File: config.mk
export PLATFORM = sky130hd
export DESIGN_NAME = key_input
export DESIGN_NICKNAME = d
export VERILOG_FILES = /design/src/rtl/key_pkg.sv /design/src/rtl/key_channel.sv /design/src/rtl/key_input.sv
export SDC_FILE = /design/constraint.sdc
export NUM_CORES = 1
export LEC_CHECK = 0
export CORE_ASPECT_RATIO = 1.1
export CORE_MARGIN = 2
export CORE_UTILIZATION = 33
export CTS_BUF_LIST = sky130_fd_sc_hd__clkbuf_2 sky130_fd_sc_hd__clkbuf_4 sky130_fd_sc_hd__clkbuf_8
export CTS_CLUSTER_SIZE = 20
export DETAILED_ROUTE_END_ITERATION = 16
export HOLD_SLACK_MARGIN = 0.05
export PLACE_DENSITY = 0.56
export SETUP_SLACK_MARGIN = 0.2
export SLEW_MARGIN = 20
export SYNTH_ARGS = -nofsm -noshare
export SYNTH_HDL_FRONTEND = slang
export SYNTH_SLANG_ARGS = --single-unit
File: constraint.sdc
create_clock -name CLK -period 2.5 [get_ports CLK]
set_input_delay 0.375 -clock CLK [delete_from_list [all_inputs] [get_ports CLK]]
set_output_delay 0.375 -clock CLK [all_outputs]
set_load 0.05 [all_outputs]
File: src/rtl/key_pkg.sv
// ============================================================================
//  Module : key_pkg
//  Shared hold-state encoding and key-word field layout for the key input path.
//  Rev    : 1.0  initial release
// ============================================================================
`default_nettype none

package key_pkg;

    localparam int NUM_KEYS  = 4;
    localparam int LEVEL_LSB = 0;
    localparam int EVENT_LSB = 4;

    typedef enum logic [1:0] {
        IDLE        = 2'd0,
        HELD_INIT   = 2'd1,
        HELD_REPEAT = 2'd2
    } hold_state_t;

endpackage

`default_nettype wire

File: src/rtl/key_channel.sv
// ============================================================================
//  Module : key_channel
//  One key: 2-flop synchronizer, debouncer and hold/auto-repeat FSM.
//  Rev    : 1.0  initial release
// ============================================================================
`default_nettype none

module key_channel
    import key_pkg::*;
#(
    parameter int DEBOUNCE_CYCLES = 500000,
    parameter int REPEAT_DELAY    = 25000000,
    parameter int REPEAT_PERIOD   = 5000000,
    parameter int CNT_W           = 25
) (
    input  logic clk,
    input  logic rst,
    input  logic i_key_n,
    output logic o_level,
    output logic o_set
);

    localparam logic [CNT_W-1:0] c_DB_LAST     = CNT_W'(DEBOUNCE_CYCLES - 1);
    localparam logic             c_REPEAT_EN   = (REPEAT_DELAY > 0);
    localparam logic [CNT_W-1:0] c_DELAY_LAST  = (REPEAT_DELAY > 0) ? CNT_W'(REPEAT_DELAY - 1) : '0;
    localparam logic [CNT_W-1:0] c_PERIOD_LAST = CNT_W'(REPEAT_PERIOD - 1);

    logic              r_sync1;
    logic              r_sync2;
    logic              r_level;
    logic [CNT_W-1:0]  r_db_cnt;
    logic [CNT_W-1:0]  r_hold_cnt;
    logic [CNT_W-1:0]  w_hold_cnt_next;
    hold_state_t       r_state;
    hold_state_t       w_state_next;
    logic              w_s;
    logic              w_accept;
    logic              w_press;
    logic              w_release;
    logic              w_set;

    assign w_s       = ~r_sync2;
    assign w_accept  = (w_s != r_level) && (r_db_cnt == c_DB_LAST);
    assign w_press   = w_accept && w_s;
    assign w_release = w_accept && !w_s;

    always_ff @(posedge clk) begin
        if (rst) begin
            r_sync1  <= 1'b1;
            r_sync2  <= 1'b1;
            r_level  <= 1'b0;
            r_db_cnt <= '0;
        end else begin
            r_sync1 <= i_key_n;
            r_sync2 <= r_sync1;
            if (w_s == r_level) begin
                r_db_cnt <= '0;
            end else if (w_accept) begin
                r_level  <= w_s;
                r_db_cnt <= '0;
            end else begin
                r_db_cnt <= r_db_cnt + 1'b1;
            end
        end
    end

    always_ff @(posedge clk) begin
        if (rst) begin
            r_state    <= IDLE;
            r_hold_cnt <= '0;
        end else begin
            r_state    <= w_state_next;
            r_hold_cnt <= w_hold_cnt_next;
        end
    end

    // Release always wins over a repeat due on the same cycle: no event on release.
    always_comb begin
        w_state_next    = r_state;
        w_hold_cnt_next = r_hold_cnt;
        w_set           = 1'b0;
        case (r_state)
            IDLE: begin
                if (w_press) begin
                    w_state_next    = HELD_INIT;
                    w_hold_cnt_next = '0;
                    w_set           = 1'b1;
                end
            end
            HELD_INIT: begin
                if (w_release) begin
                    w_state_next    = IDLE;
                    w_hold_cnt_next = '0;
                end else if (c_REPEAT_EN) begin
                    if (r_hold_cnt == c_DELAY_LAST) begin
                        w_state_next    = HELD_REPEAT;
                        w_hold_cnt_next = '0;
                        w_set           = 1'b1;
                    end else begin
                        w_hold_cnt_next = r_hold_cnt + 1'b1;
                    end
                end
            end
            HELD_REPEAT: begin
                if (w_release) begin
                    w_state_next    = IDLE;
                    w_hold_cnt_next = '0;
                end else if (r_hold_cnt == c_PERIOD_LAST) begin
                    w_hold_cnt_next = '0;
                    w_set           = 1'b1;
                end else begin
                    w_hold_cnt_next = r_hold_cnt + 1'b1;
                end
            end
            default: begin
                w_state_next    = IDLE;
                w_hold_cnt_next = '0;
            end
        endcase
    end

    assign o_level = r_level;
    assign o_set   = w_set;

endmodule

`default_nettype wire

File: src/rtl/key_input.sv
// ============================================================================
//  Module : key_input
//  Four debounced, auto-repeating keys packed into a sticky-event key word.
//  Rev    : 1.0  initial release
// ============================================================================
`default_nettype none

module key_input
    import key_pkg::*;
#(
    parameter int DEBOUNCE_CYCLES = 500000,
    parameter int REPEAT_DELAY    = 25000000,
    parameter int REPEAT_PERIOD   = 5000000,
    parameter int CNT_W           = 25
) (
    input  logic        CLK,
    input  logic        RST,
    input  logic [3:0]  KEY_N,
    input  logic [3:0]  ACK,
    output logic [31:0] IN,
    output logic        IRQ
);

    logic [NUM_KEYS-1:0] w_level;
    logic [NUM_KEYS-1:0] w_set;
    logic [NUM_KEYS-1:0] w_event_next;
    logic [NUM_KEYS-1:0] r_event;
    logic                r_irq;

    generate
        for (genvar i = 0; i < NUM_KEYS; i++) begin : g_key
            key_channel #(
                .DEBOUNCE_CYCLES (DEBOUNCE_CYCLES),
                .REPEAT_DELAY    (REPEAT_DELAY),
                .REPEAT_PERIOD   (REPEAT_PERIOD),
                .CNT_W           (CNT_W)
            ) u_chan (
                .clk     (CLK),
                .rst     (RST),
                .i_key_n (KEY_N[i]),
                .o_level (w_level[i]),
                .o_set   (w_set[i])
            );
        end
    endgenerate

    // A set arriving with its own ACK survives, so no press is ever lost.
    assign w_event_next = (r_event & ~ACK) | w_set;

    always_ff @(posedge CLK) begin
        if (RST) begin
            r_event <= '0;
            r_irq   <= 1'b0;
        end else begin
            r_event <= w_event_next;
            r_irq   <= |w_event_next;
        end
    end

    always_comb begin
        IN = '0;
        IN[LEVEL_LSB +: NUM_KEYS] = w_level;
        IN[EVENT_LSB +: NUM_KEYS] = r_event;
    end

    assign IRQ = r_irq;

endmodule

`default_nettype wire

==> results.sh, run 1 <==
export IMPL_status="complete, but fails checks"
export IMPL_violations="setup timing"
export IMPL_power_mw=7.66
export IMPL_crit_top_cell="or3_4"
export IMPL_postRouteAntennaNets=0
export IMPL_layout_common_cells="dfxtp_1, nor2_1, xor2_1, nand2_1, buf_4"
export IMPL_worstPathRequired_ns=2.99
export IMPL_grt_ovfl_total=0
export IMPL_ys_flop_type="dfxtp_1"
export IMPL_critPathLaunchType="flop"
export IMPL_hold_class="in -> reg"
export IMPL_crit_fanout=5
export IMPL_ys_types=65
export IMPL_fill_cells=3265
export IMPL_dr_pass1_iters=6
export IMPL_syn_inst=1313
export IMPL_cts_sinks=225
export IMPL_hold_viol=0
export IMPL_synthAdderAreaFrac_pct=2.73
export IMPL_p_sw_mw=1.80
export IMPL_synth_compound_area_share_pct=7.20
export IMPL_synth_top_family_by_area="simple AND/OR/NAND/NOR gates"
export IMPL_arrival_ns=3.06
export IMPL_slew_violations=0
export IMPL_final_cells=1893
export IMPL_synth_edf_count=0
export IMPL_switching_share_pct=23.5
export IMPL_initial_utilization_pct=33.3
export IMPL_pin_count=43
export IMPL_muxShareOfSynthArea_pct=0.273
export IMPL_clockBufferDepth=3
export IMPL_setup_slack_ns=-0.0703
export IMPL_dieHeight_um=196
export IMPL_synth_simple_gate_area_share_pct=31.3
export IMPL_drive_gt1_share_pct=19.9
export IMPL_areaGrowthSynthToFinish_pct=26.8
export IMPL_diodes=0
export IMPL_track_usage_pct=14.7
export IMPL_synth_area_per_cell_um2=8.39
export IMPL_end_kind="flop"
export IMPL_power_frac_seq_pct=47.1
export IMPL_power_frac_comb_pct=3.9
export IMPL_grt_max_degree=30
export IMPL_synth_xor_area_share_pct=12.8
export IMPL_synth_area_um2=11000
export IMPL_critPathSlowestCell="or4_1"
export IMPL_cts_made_buffers=42
export IMPL_antenna_found_initial=0
export IMPL_grt_pass1_vias=9129
export IMPL_rows=70
export IMPL_gp_congestion=0.792
export IMPL_drv_cap=0
export IMPL_async_flop_share_pct=0
export IMPL_finalCritPeriodShare_pct=103
export IMPL_internal_power_mw=5.86
export IMPL_relSlewSlack_pct=64.9
export IMPL_cp_slowest_stage_delay_ns=0.51
export IMPL_post_place_ws_ns=-0.175
export IMPL_die_area_um2=34800
export IMPL_cts_root_buf="clkbuf_8"
export IMPL_clock_skew_final_ns=0.0236
export IMPL_tightestPinTransition_ns=0.529
export IMPL_setup_viol=12
export IMPL_io_buffers=18
export IMPL_htreeDepth=2
export IMPL_synth_seq_area_share_pct=40.9
export IMPL_drt_iter0_markers=420
export IMPL_fin_setup_tns_ns=-0.372
export IMPL_vias=9435
export IMPL_layout_cells_most_common="dfxtp_1"
export IMPL_fin_nets=1465
export IMPL_peakVddDrop_mv=0.340
export IMPL_clk_latency_ns=0.57
export IMPL_grt_pass1_wl_mm=43.1
export IMPL_cts_clk_slew_worst_paths_ns=0.05
export IMPL_ys_warn_count=0
export IMPL_period_needed_ns=2.57
export IMPL_ctsHoldBuffers=0
export IMPL_die_x_um=178
export IMPL_cts_tree="built"
export IMPL_p_per_area_nw_per_um2=548
export IMPL_crit_family="simple AND/OR/NAND/NOR gates"
export IMPL_viasPerCell=4.98
export IMPL_avgRoutedWirePerCell_um=13.6
export IMPL_placed_area_um2=12300
export IMPL_power_share_clock_pct=48.9
export IMPL_stdcell_area_um2=14000
export IMPL_fp_coreArea_um2=33000
export IMPL_fmax_mhz=389
export IMPL_crit_buf_inv=0
export IMPL_drc=0
export IMPL_ys_ff_latch=225
export IMPL_dp_hpwl_mm=16.8
export IMPL_rsz0062_at_grt="true"
export IMPL_critical_path_class="reg -> reg"
export IMPL_p_leak_nw=4.81
export IMPL_dp_cells=1793
export IMPL_crit_chain="or4_1 -> or3_4 -> o41a_1 -> or3_4 -> or3_1 -> a21oi_2"
export IMPL_drt_total_wl_mm=25.7
==> sequential cells by signal, indices dropped and copies added, names as in the netlist <==
name                     count
g_key.u_chan.r_sync1         4
g_key.u_chan.r_hold_cnt    100
g_key.u_chan.r_db_cnt      100
IRQ                          1
g_key.u_chan.r_sync2         4
g_key.u_chan.o_level         4
r_event                      4
g_key.u_chan.r_state         8
==> cell families (layout without fill, tap and decap cells) <==
| logic type | count (synthesis) | in the layout |
|---|---|---|
| and+or+nand+nor | 663 | 664 |
| DFF | 225 | 225 |
| xor gates and xnor gates | 161 | 161 |
| AOI/OAI and AO/OA | 125 | 125 |
| buffers and inverters | 111 | 235 |
| adders and majority gates | 24 | 24 |
| muxes | 3 | 3 |
| other | 1 | 24 |
==> repair_timing <==
action,CTS,global route
cloned,3,4
setup endpoints to repair,62,101
endpoints found under the hold margin,0,0
setup buffers,7,12
resized for setup,55,83
pin swaps,30,23
==> cells in the mapped netlist, types with 3 or more instances <==
master | count | area (um2)
nor2b_1 | 9 | 56.3
ha_1 | 24 | 300
nand2_1 | 82 | 308
a31oi_1 | 6 | 37.5
nand4_1 | 60 | 375
a21oi_1 | 37 | 185
or4_1 | 11 | 82.6
mux2i_1 | 3 | 30.0
nand3_1 | 74 | 370
inv_1 | 39 | 146
nor4_1 | 37 | 231
buf_2 | 4 | 20.0
nand2b_1 | 3 | 18.8
dfxtp_1 | 225 | 4500
nor3b_1 | 4 | 30.0
nor2_1 | 217 | 815
a211oi_1 | 5 | 37.5
and3_1 | 34 | 213
clkbuf_1 | 37 | 139
and4b_1 | 3 | 30.0
o31ai_1 | 9 | 67.6
o21ai_0 | 35 | 175
nand3b_1 | 3 | 22.5
a221oi_1 | 3 | 26.3
nor4bb_1 | 9 | 90.1
or2_2 | 10 | 62.6
buf_4 | 28 | 210
or3b_2 | 3 | 26.3
and4_1 | 17 | 149
xor2_1 | 84 | 736
o31a_1 | 3 | 26.3
o21ai_1 | 3 | 15.0
nor4b_1 | 14 | 123
xnor2_1 | 77 | 674
nor3_1 | 32 | 160
or3_1 | 26 | 163
and2_1 | 9 | 56.3
==> final cells by class <==
class / instances / area [um2] / area share, %
well taps: 432 / 541 / 3.87
clock buffers: 67 / 853 / 6.11
inverters: 40 / 150 / 1.07
flip-flops and latches: 225 / 4520 / 32.3
multi-input cells: 1001 / 6690 / 47.9
clock inverters: 7 / 43.8 / 0.314
repair buffers: 121 / 1170 / 8.40
==> layer usage <==
layer | vias up | GRT usage, % | share of wire (%)
li1 | 4804 | - | -
met1 | 4442 | 18.7 | 47
met2 | 136 | 24.6 | 47
met3 | 53 | 2.80 | 3.6
met4 | 0 | 5.21 | 2.4
met5 | - | 0 | 0
==> stage by stage <==
step / hold slack (ns) / utilization [%]
2_1_floorplan: 0.389 / -
3_3_place_gp: 0.395 / 37.1
3_5_place_dp: 0.393 / 37.1
4_1_cts: 0.338 / 41.0
5_1_grt: 0.366 / 42.3
6_report: 0.374 / 42.3
==> power by group through the flow <==
| stage | Clock (mW) | Combinational, mW | Sequential [mW] |
|---|---|---|---|
| after detailed placement | 0 | 0.258 | 3.69 |
| after floorplan | 0 | 0.207 | 3.68 |
| after global routing | 4.04 | 0.324 | 3.61 |
| after CTS | 3.88 | 0.271 | 3.61 |
| final | 3.75 | 0.302 | 3.61 |
| after global placement | 0 | 0.257 | 3.69 |
==> path summary, 6_finish.rpt <==
kind                                           from                                          end  slack (ns)  cells after the start
min                                        KEY_N[0]           g_key[0].u_chan.r_sync1$_SDFF_PP1_        0.37                      2
min reg2reg      g_key[0].u_chan.r_sync1$_SDFF_PP1_           g_key[0].u_chan.r_sync2$_SDFF_PP1_        0.40                      1
max reg2reg  g_key[0].u_chan.r_db_cnt[5]$_SDFF_PP0_  g_key[0].u_chan.r_hold_cnt[17]$_SDFFE_PP0P_       -0.07                      6
max          g_key[0].u_chan.r_db_cnt[5]$_SDFF_PP0_  g_key[0].u_chan.r_hold_cnt[17]$_SDFFE_PP0P_       -0.07                      6
Power figures use the tool's default switching activity.
==> inputs of run 2 (changes only) <==
--- a/config.mk
+++ b/config.mk
@@ -13,8 +13,10 @@
 export DETAILED_ROUTE_END_ITERATION = 16
 export HOLD_SLACK_MARGIN = 0.05
 export PLACE_DENSITY = 0.56
+export REMOVE_ABC_BUFFERS = 1
 export SETUP_SLACK_MARGIN = 0.2
 export SLEW_MARGIN = 20
 export SYNTH_ARGS = -nofsm -noshare
 export SYNTH_HDL_FRONTEND = slang
+export SYNTH_HIERARCHICAL = 1
 export SYNTH_SLANG_ARGS = --single-unit
==> run 2 against run 1 <==
  * The run still ends with setup timing left
  * Sequential power about the same
  * Clock power up 4%
  * Setup slack worse by 0.029 ns
  * Synthesized cell count up 18%
  * Critical path depth up 1
  * Sequential share of layout area down 4.3 points
  * Die area up 9.0%
  * Combinational power down 40%
  * Clock-buffer cell count up 1
  * Routed wire length up 27%
  * Worst hold slack worse by 0.11 ns
  * Clock skew down 0.0084 ns
  * Critical path type unchanged
  * Largest power group unchanged
==> results.sh, run 2 <==
export IMPL_status="complete, but fails checks"
export IMPL_violations="setup timing"
export IMPL_diodes=0
export IMPL_synth_compound_area_share_pct=10.8
export IMPL_track_usage_pct=16.6
export IMPL_synthTopCellsByCount="dfxtp_1, nor2_1, nand2_1"
export IMPL_clock_skew_final_ns=0.0152
export IMPL_hold_slack_ns=0.262
export IMPL_power_share_clock_pct=50.8
export IMPL_p_per_area_nw_per_um2=476
export IMPL_yosys_top_cells_area="dfxtp_1, nand3_1, nor2_1, nand2_1, a31oi_1"
export IMPL_layout_common_cells="dfxtp_1, nor2_1, nand2_1, buf_4, nand3_1"
export IMPL_grt_pass1_wl_mm=52.5
export IMPL_switching_share_pct=23.1
export IMPL_dp_hpwl_mm=19.6
export IMPL_finalCritPeriodShare_pct=104
export IMPL_p_leak_nw=5.13
export IMPL_synth_simple_gate_area_share_pct=37.0
export IMPL_antenna_found_initial=0
export IMPL_clockBufferDepth=3
export IMPL_clk_latency_ns=0.59
export IMPL_cts_clk_slew_worst_paths_ns=0.06
export IMPL_critPathLaunchType="flop"
export IMPL_viasPerCell=5.27
export IMPL_power_frac_comb_pct=2.3
export IMPL_synth_area_per_cell_um2=7.74
export IMPL_vias=11800
export IMPL_drc=0
export IMPL_stdcell_area_um2=16100
export IMPL_cts_made_buffers=42
export IMPL_ys_warn_count=6
export IMPL_async_flop_share_pct=0
export IMPL_ys_ff_latch=225
export IMPL_grt_ovfl_total=0
export IMPL_peakVddDrop_mv=0.441
export IMPL_postRouteAntennaNets=0
export IMPL_period_needed_ns=2.60
export IMPL_cts_sinks=225
export IMPL_fmax_mhz=385
export IMPL_dr_pass1_iters=5
export IMPL_synth_edf_count=0
export IMPL_placed_area_um2=13600
export IMPL_ys_flop_type="dfxtp_1"
export IMPL_synth_top_area_share_pct=37.5
export IMPL_relSlewSlack_pct=50.5
export IMPL_synth_largest_area_cell="dfxtp_1"
export IMPL_crit_family="simple AND/OR/NAND/NOR gates"
export IMPL_syn_inst=1554
export IMPL_gp_congestion=0.796
export IMPL_fin_setup_tns_ns=-0.277
export IMPL_grt_pass1_vias=11100
export IMPL_pin_count=43
export IMPL_drv_cap=0
export IMPL_slew_violations=0
export IMPL_hold_class="in -> reg"
export IMPL_drt_total_wl_mm=32.6
export IMPL_arrival_ns=3.10
export IMPL_synthAdderAreaFrac_pct=2.50
export IMPL_cts_root_buf="clkbuf_8"
export IMPL_grt_max_degree=47
export IMPL_power_frac_seq_pct=46.9
export IMPL_tightestPinTransition_ns=0.742
export IMPL_critical_path_class="reg -> reg"
export IMPL_setup_slack_ns=-0.0989
export IMPL_fp_coreArea_um2=36000
export IMPL_ys_types=57
export IMPL_setup_viol=4
export IMPL_initial_utilization_pct=33.4
export IMPL_drt_iter0_markers=619
export IMPL_reg_top3="g_key.u_chan/r_db_cnt: 100 flops, g_key.u_chan/r_hold_cnt: 100 flops, g_key.u_chan/r_state: 8 flops"
export IMPL_crit_chain="or4_4 -> or3_1 -> o31a_1 -> a211oi_2 -> buf_4 -> or3b_1 -> a31oi_1"
export IMPL_areaGrowthSynthToFinish_pct=34.1
export IMPL_die_area_um2=38000
export IMPL_synth_area_um2=12000
export IMPL_crit_buf_inv=1
export IMPL_dieHeight_um=204
export IMPL_critPathSlowestCell="or4_4"
export IMPL_rows=73
export IMPL_synth_xor_area_share_pct=6.92
export IMPL_drive_gt1_share_pct=26.6
export IMPL_layout_cells_most_common="dfxtp_1"
export IMPL_p_sw_mw=1.78
export IMPL_synthMostInstantiatedCell="dfxtp_1"
export IMPL_cts_tree="built"
export IMPL_synth_top_family_by_area="simple AND/OR/NAND/NOR gates"
export IMPL_power_mw=7.68
export IMPL_crit_fanout=6
export IMPL_rsz0062_at_grt="true"
export IMPL_avgRoutedWirePerCell_um=14.6
export IMPL_synth_seq_area_share_pct=37.5
export IMPL_hold_viol=0
export IMPL_fin_nets=1756
export IMPL_end_kind="flop"
export IMPL_htreeDepth=2
export IMPL_die_x_um=186
export IMPL_worstPathRequired_ns=3.01
export IMPL_internal_power_mw=5.90
export IMPL_cp_slowest_stage_delay_ns=0.54
export IMPL_io_buffers=18
export IMPL_muxShareOfSynthArea_pct=0.167
==> run 2: cell count changes after synthesis, moves of 13 or more <==
cell      delta
nand3b_1    +21
a31oi_1     +75
nand4b_1    +13
or3_1       -13
o21ai_0     -17
nand2_1    +106
xnor2_1     -35
nand3_1     +90
clkbuf_1    +32
xor2_1      -31
and3_1      -13
==> run 2: power groups by stage <==
stage	logic, mW	clock network [mW]	registers [mW]
5_1_grt	0.191	4.18	3.60
3_3_place_gp	0.177	0	3.68
4_1_cts	0.178	4.04	3.60
6_report	0.180	3.90	3.60
2_1_floorplan	0.105	0	3.68
3_5_place_dp	0.178	0	3.68
==> run 2: worst register-to-register path, stage by stage, from the launching register on <==
cell,delay (ns)
dfxtp_2,0.31
or4_4,0.54
or3_1,0.33
o31a_1,0.34
a211oi_2,0.29
buf_4,0.21
or3b_1,0.35
a31oi_1,0.16
==> run 2: layout make-up <==
type,instances,area (um2)
fillers,3585,19900
multi-input cells,1215,8010
flip-flops and latches,225,4520
repair buffers,198,1910
clock buffers,68,861
well taps,487,609
inverters,40,150
clock inverters,6,55.1
==> run 2: worst paths after layout <==
kind | from | endpoint | slack, ns | depth (start not counted)
worst max-delay path | g_key[3].u_chan/r_db_cnt[14]$_SDFF_PP0_ | g_key[3].u_chan/r_hold_cnt[24]$_SDFFE_PP0P_ | -0.1 | 7
worst min-delay path | RST | g_key[3].u_chan/o_level$_SDFFE_PP0P_ | 0.26 | 2
worst max register to register | g_key[3].u_chan/r_db_cnt[14]$_SDFF_PP0_ | g_key[3].u_chan/r_hold_cnt[24]$_SDFFE_PP0P_ | -0.1 | 7
worst min register to register | g_key[0].u_chan/r_sync1$_SDFF_PP1_ | g_key[0].u_chan/r_sync2$_SDFF_PP1_ | 0.40 | 1
==> run 2: cells by family (layout without fill, tap and decap cells) <==
kind of cell	count (synthesis)	count (layout)
simple gates	877	877
flops	225	225
compound gates	192	193
buf+inv	138	312
xor+xnor	95	95
fa+ha+maj	24	24
mux	2	2
other cells	1	24
==> run 2: stage by stage <==
| step | worst slack, ns | utilization (%) | std cells |
|---|---|---|---|
| floorplan | -0.962 | - | 1479 |
| global placement | -0.353 | 37.7 | 2118 |
| detailed placement | -0.378 | 37.7 | 2118 |
| CTS | -0.0425 | 41.6 | 2213 |
| global route | -0.177 | 44.8 | 2239 |
| finish | -0.0989 | 44.8 | 2239 |
==> run 2: timing repair <==
| item | in CTS | in global routing |
|---|---|---|
| hold buffers | 0 | 0 |
| pin swaps | 41 | 108 |
| setup buffers | 14 | 15 |
| gates cloned | 7 | 11 |
| endpoints found under the setup margin | 94 | 98 |
| gates resized for setup | 58 | 188 |
==> run 2: metal layers <==
layer  vias to the layer above  global-route usage (%)  wire length (um)
met5                         -                       0                 0
met4                         0                    6.21               707
met3                        59                    2.98              1470
met2                       243                    26.8             15300
met1                      5640                    21.9             15200
li1                       5859                       -                 -
